## config.mk

```make
export PLATFORM = sky130hd
export DESIGN_NAME = mem_arbiter
export DESIGN_NICKNAME = d
export VERILOG_FILES = /design/src/rtl/arb_pkg.sv /design/src/rtl/arb_pick.sv /design/src/rtl/mem_arbiter.sv
export SDC_FILE = /design/constraint.sdc
export NUM_CORES = 1
export LEC_CHECK = 0
export BUFFER_PORTS_ARGS = -buffer_cell sky130_fd_sc_hd__buf_2
export CORE_MARGIN = 3
export CORE_UTILIZATION = 41
export DETAILED_ROUTE_END_ITERATION = 10
export PLACE_DENSITY = 0.78
export SLEW_MARGIN = 20
export SYNTH_ARGS = -nofsm -noshare
export SYNTH_HDL_FRONTEND = slang
export SYNTH_SLANG_ARGS = --single-unit
```

## constraint.sdc

```tcl
create_clock -name CLK -period 2.8 [get_ports CLK]
set_input_delay 0 -clock CLK [delete_from_list [all_inputs] [get_ports CLK]]
set_output_delay 0 -clock CLK [all_outputs]
set_load 0.03 [all_outputs]
```

## src/rtl/arb_pkg.sv

```systemverilog
// arb_pkg: shared widths and FSM state encoding for the instruction/data memory arbiter
package arb_pkg;
    localparam int ADDR_W = 6;
    localparam int BLOCK_W = 32;
    typedef enum logic [2:0] {IDLE, SERVE_I, SERVE_D, RESP_I, RESP_D} state_t;
endpackage

```

## src/rtl/arb_pick.sv

```systemverilog
// arb_pick: picks the winning side from pending requests and the last-grant pointer
module arb_pick (
    input  logic i_req,
    input  logic d_req,
    input  logic last_d,
    output logic grant_i,
    output logic grant_d
);
    // data wins unless instruction is also waiting and data had the previous grant
    always_comb begin
        grant_d = d_req && (!i_req || !last_d);
        grant_i = i_req && !grant_d;
    end
endmodule

```

## src/rtl/mem_arbiter.sv

```systemverilog
// mem_arbiter: shares one block memory port between instruction and data sides;
// define ARB_ROUND_ROBIN_EN for round-robin ties, otherwise data has fixed priority.
module mem_arbiter
    import arb_pkg::*;
(
    input  logic               CLK,
    input  logic               RESET,
    input  logic               I_READ,
    input  logic [ADDR_W-1:0]  I_ADDRESS,
    output logic [BLOCK_W-1:0] I_READDATA,
    output logic               I_BUSYWAIT,
    input  logic               D_READ,
    input  logic               D_WRITE,
    input  logic [ADDR_W-1:0]  D_ADDRESS,
    input  logic [BLOCK_W-1:0] D_WRITEDATA,
    output logic [BLOCK_W-1:0] D_READDATA,
    output logic               D_BUSYWAIT,
    output logic               MEM_READ,
    output logic               MEM_WRITE,
    output logic [ADDR_W-1:0]  MEM_ADDRESS,
    output logic [BLOCK_W-1:0] MEM_WRITEDATA,
    input  logic [BLOCK_W-1:0] MEM_READDATA,
    input  logic               MEM_BUSYWAIT
);
    state_t state;
    logic started, write_r, last_d, grant_i, grant_d, serving;
    logic [ADDR_W-1:0] addr_r;
    logic [BLOCK_W-1:0] wdata_r;

    arb_pick u_pick (
        .i_req   (I_READ),
        .d_req   (D_READ || D_WRITE),
        .last_d  (last_d),
        .grant_i (grant_i),
        .grant_d (grant_d)
    );

`ifdef ARB_ROUND_ROBIN_EN
    always_ff @(posedge CLK)
        last_d <= RESET ? 1'b0 : (state == IDLE && (grant_i || grant_d)) ? grant_d : last_d;
`else
    assign last_d = 1'b0;
`endif

    always_ff @(posedge CLK) begin
        if (RESET) begin
            state      <= IDLE;
            started    <= 1'b0;
            write_r    <= 1'b0;
            addr_r     <= '0;
            wdata_r    <= '0;
            I_READDATA <= '0;
            D_READDATA <= '0;
        end else begin
            case (state)
                IDLE: if (grant_i || grant_d) begin
                    state   <= grant_d ? SERVE_D : SERVE_I;
                    addr_r  <= grant_d ? D_ADDRESS : I_ADDRESS;
                    wdata_r <= grant_d ? D_WRITEDATA : '0;
                    write_r <= grant_d && D_WRITE;
                end
                SERVE_I, SERVE_D: begin
                    started <= 1'b1;
                    // first serve cycle only arms started, so memory busy is seen at least once
                    if (started && !MEM_BUSYWAIT) begin
                        started <= 1'b0;
                        state   <= (state == SERVE_I) ? RESP_I : RESP_D;
                        if (!write_r && state == SERVE_I) I_READDATA <= MEM_READDATA;
                        if (!write_r && state == SERVE_D) D_READDATA <= MEM_READDATA;
                    end
                end
                default: state <= IDLE;
            endcase
        end
    end

    always_comb begin
        serving       = state == SERVE_I || state == SERVE_D;
        MEM_READ      = serving && !write_r;
        MEM_WRITE     = serving && write_r;
        MEM_ADDRESS   = serving ? addr_r : '0;
        MEM_WRITEDATA = serving ? wdata_r : '0;
        I_BUSYWAIT    = I_READ && state != RESP_I;
        D_BUSYWAIT    = (D_READ || D_WRITE) && state != RESP_D;
    end
endmodule

```

After elaboration in Yosys (flattened, before gate mapping)
Index checks and enable logic that the tools add are counted.

Bits in registers: 107. Input port bits: 82.

Equality and inequality tests: 6. Mux-type cells: 10. Reductions and logical operators: 21.

Operator list (count): $mux W32 (2); $mux W6 (2); $logic_and A1 B1 Y1 (9); $mux W3 (3); $pmux W3 S2 (1); $reduce_and A3 Y1 (2); $ne A2 B2 Y1 const B (2); $reduce_and A2 Y1 (2); $eq A3 B1 Y1 const B (1); $eq A3 B2 Y1 const B (1); $logic_not A1 Y1 (3); $logic_not A3 Y1 (1); $logic_or A1 B1 Y1 (3); $ne A3 B2 Y1 const B (1); $ne A3 B3 Y1 const B (1); $mux W2 (1); $reduce_or A2 Y1 (1); $mux W1 (1).

Longest topological paths before layout
Word-level depth: 6. Mapped depth: 6. Mapped depth without buffers: 3.

Cells and area by module
Synthesis repeated with hierarchy kept, for this count alone.

Cells, all modules: 423. Area total of the unflattened synthesis: 4344.2 um^2.

By module, submodules not included: mem_arbiter (instances 1, cells an instance 420, area an instance 4325.4 um^2, sequential area each 2142.1 um^2); arb_pick (instances 1, cells an instance 3, area an instance 18.8 um^2, sequential area each 0.0 um^2).

Worst setup path before layout
Ideal clock, no wire load.

Kind: flip-flop to flip-flop. From: register state[0]. To: register I_READDATA[10]. Library setup time: 132 ps. Data arrival time: 1222 ps. Data required time: 2668 ps. Slack: 1446 ps. Cell stages (with the launch flop): 6. Period minus slack after synthesis: 1354 ps. Cells stage by stage: dfxtp_1 > buf_6 > or3b_4 > buf_6 > o21ai_2 > a21oi_1.

Cells in the longest elaborated chain, start to end: 3. Elaborated cells on any way between the ends: 5. Those cells by class: eq/ne: 2; reduce/logical: 3.

RTL lines: start: declaration (RTL line mem_arbiter.sv:25) `state_t state;`; start signal: assignment (RTL line mem_arbiter.sv:57) `state <= grant_d ? SERVE_D : SERVE_I;`; start signal: assignment (RTL line mem_arbiter.sv:67) `state <= (state == SERVE_I) ? RESP_I : RESP_D;`; $eq A3 B1 Y1 / $eq A3 B2 Y1 (equally long branches) (RTL line mem_arbiter.sv:55, mem_arbiter.sv:68); $reduce_or A2 Y1 / $logic_and A1 B1 Y1 (equally long branches) (RTL line mem_arbiter.sv:55, mem_arbiter.sv:68); $reduce_and A3 Y1 (no line) *; end signal: assignment (RTL line mem_arbiter.sv:52) `I_READDATA <= '0;`; end signal: assignment (RTL line mem_arbiter.sv:68) `if (!write_r && state == SERVE_I) I_READDATA <= MEM_READDATA;`; end: declaration (RTL line mem_arbiter.sv:10) `output logic [BLOCK_W-1:0] I_READDATA,`.

Every way passes the cells marked *; elsewhere a longest branch is shown, timed or not. A chain may end at the register's enable or synchronous reset.

Worst setup path in the final report
From: register state[0]. To: register addr_r[2].

Cells in the longest elaborated chain, start to end: 2.

RTL lines: $logic_not A3 Y1 (RTL line mem_arbiter.sv:55) `case (state)`; $reduce_and A2 Y1 (no line); end signal: assignment (RTL line mem_arbiter.sv:58) `addr_r <= grant_d ? D_ADDRESS : I_ADDRESS;`; end: declaration (RTL line mem_arbiter.sv:27) `logic [ADDR_W-1:0] addr_r;`.

Every way passes these cells.

==> key figures <==
Synth
  – Syn Inst Count: around 550
  – Synthesized cell area: approximately 4800 um2
  – Yosys cell types: 36
  – Mapped Avg Cell Area: approximately 8.7 um2
  – Top_reg_cell synth: dfxtp_1
  – Synth Warn #: 0
  – Post-synthesis net count: 635
  – Post-synth EDFFs: 0
  – Sequential share of the synthesized area: 44.6%
  – Post-synth top area share: 44.6%
  – Leading area contributor after synthesis: dfxtp_1
  – Post-synth top cells: 107 x dfxtp_1, 105 x a21oi_1, 96 x nand3_1
  – Yosys reg bits: between 100 and 150
  – Count leader, synth: dfxtp_1
  – Post-synth ARST share: 0%
  – Main area contributors after synthesis: dfxtp_1 45%, a21oi_1 11%, o21ai_2 11%

Final layout
  – Fillers: 919
  – Nets@finish: 858
  – Fin util: about three fifths
  – Final Instance Area: 6700 um2
  – Ant diodes: 0
  – Share of layout cells above drive strength 1: 36.4%
  – Area Overhead vs Synth: 39.7%
  – Area of the multi-input gates: 2300 um2
  – Seq. cell area: 2140 um2

Detailed routing
  – Iteration count of the initial detailed-routing pass: 5
  – 1st-iter DRT viols: 582
  – Vias per cell: ~5.6
  – Wirelength per Cell: 16.7 um
  – Vias post-DR: 5132
  – Final ANT Viol Nets: 0
  – Drt drc: 0
  – Final WL: 15400 um

Die
  – Core area: 11100 um2
  – Die height: 114 um
  – Die Area: about 13000 um2
  – FP Rows: 38
  – Io pins: 188
  – Initial Utilization: 43.1%
  – Chip width: 114 um

STA
  – Worst-margin pin slew: 1100 ps
  – Setup TNS: 0 ps
  – Min Tclk post-route: 2500 ps
  – Worst Skew: 6.83 ps
  – Final Max Tran Viols: 0
  – Period utilization: 89.5%
  – RSZ-0062 raised after global routing: no
  – Slew headroom: 26.9%
  – Setup violations, final: 0
  – Fmax: 0.399 GHz
  – Hold Violations, Final: 0
  – Final worst slack: 295 ps

GRT
  – GR peak layer: met2
  – GR Layer Usage met1: 27.5%
  – Largest net degree at the start of global routing: 108
  – Initial antenna violation count: 0
  – Met3 Use GR: 6.66%
  – Global route total overflow: 0
  – Global-route usage over all layers: 23.2%
  – Met2 usage: 38.9%
  – First-pass GRT wire length: about 24000 um
  – Number of global-route vias before repair: 4973

Critical path
  – Critical Path End Type: register
  – WP data arrival: 2740 ps
  – Crit path launch type: register
  – Critical Path Fanout Max: 34
  – Critical path class: reg -> reg
  – WP data required: 3040 ps
  – R2R depth: 4

Flow run
  – Max Cap Violations: 0

Place
  – Pre-CTS WS: 643 ps
  – Post-Place Cell Area: 5650 um2
  – Post-DP HPWL: 9440 um
  – IO buf count: approximately 190
  – Routability-driven placement congestion ratio: 0.840

Clock network
  – Clock Tree Root: clkbuf_16
  – Num CTS Buffers: 9
  – CTS tree: done
  – CTS sink cnt: 107
  – Worst skew pair latency: 350 ps
  – CTS max path bufs: 2
  – Post_cts resized: 0
  – # H-tree levels: 3
  – Clock transition at path regs: around 70 ps

Power
  – Maximum vdd drop: 0.525 mV
  – Pleak: 0.00281 uW
  – Power density cells: 532 nW/um2

Hold path
  – Hold path depth: 3
  – Hold Crit Class: in -> reg

Run status
  – Status: finished, final reports clean
routing by layer:
metal / wire length (um) / vias up / part of all wire, %
li1: - / 2416 / -
met1: 6000 / 2372 / 39
met2: 7510 / 306 / 49
met3: 1450 / 38 / 9.4
met4: 420 / 0 / 2.7
met5: 0 / - / 0
flip-flops by register name, summed over array words and instances (netlist names):
signal      cells
D_READDATA     32
I_READDATA     32
write_r         1
addr_r          6
state           3
wdata_r        32
started         1
area by class of cell:
class                   count  share of cell area, %
clock buffers              10                   3.56
clock inverters             5                  0.672
inverters                   3                  0.168
multi-input cells         382                   34.3
flip-flops and latches    107                   32.0
well taps                 140                   2.61
repair buffers            273                   26.7
timing repair:
| action | in CTS | in global routing |
|---|---|---|
| hold buffers | 77 | 0 |
| endpoints found under the hold margin | 103 | 0 |
| setup buffers | 0 | 0 |
| setup endpoints to repair | 0 | 0 |
critical path: stages (launching register included):
cell and delay, ps:
dfxtp_1 460, or3_2 830, nor2_2 330, a311oi_1 130, dlygate4sd3_1 620
metrics by stage:
step           total power [uW]  cells  hold slack (ps)
2_1_floorplan              2100    553              136
3_3_place_gp               2250    828              258
3_5_place_dp               2260    828              262
4_1_cts                    3570    920             20.5
5_1_grt                    3720    920             37.4
6_report                   3560    920             22.1
logic make-up (layout without fill, tap and decap cells):
family / Yosys count / in the layout / share of synthesized area [%]
and+or+nand+nor: 168 / 168 / 19.4
muxes: 1 / 1 / 0.235
DFF: 107 / 107 / 44.6
AOI/OAI and AO/OA: 212 / 212 / 27.5
buffers and inverters: 64 / 291 / 8.03
xor gates and xnor gates: 1 / 1 / 0.183
power breakdown:
part | total [uW] | internal, uW | switching [uW]
registers | 1630 | 1590 | 44.4
clock network | 1230 | 637 | 591
logic | 705 | 261 | 444
total | 3560 | 2480 | 1080
final timing paths:
path / from / end / slack, ps
hold reg to reg: D_READDATA[25] / D_READDATA[25] / 460
setup reg to reg: state[0] / addr_r[2] / 300
hold / removal: I_READ / state[0] / 20
setup / recovery: state[0] / addr_r[2] / 300
layout by cell type (no fill, tap or decap), types with 2 or more instances in the layout:
cell type	synthesis	routed
o21ai_1	32	32
nand3_1	96	96
buf_4	12	9
nor3b_4	1	2
o21ai_2	60	60
dlygate4sd3_1	0	77
a21oi_1	105	105
inv_6	0	2
or3b_4	2	3
dfxtp_1	107	107
clkbuf_16	0	9
nor2_2	1	2
a311oi_1	6	6
nor3_4	0	2
nor2_1	4	3
nand2_1	13	13
buf_2	12	186
o21ai_0	5	5
inv_1	3	3
and2_1	39	39
No activity file was read; power rests on OpenSTA's default activity.
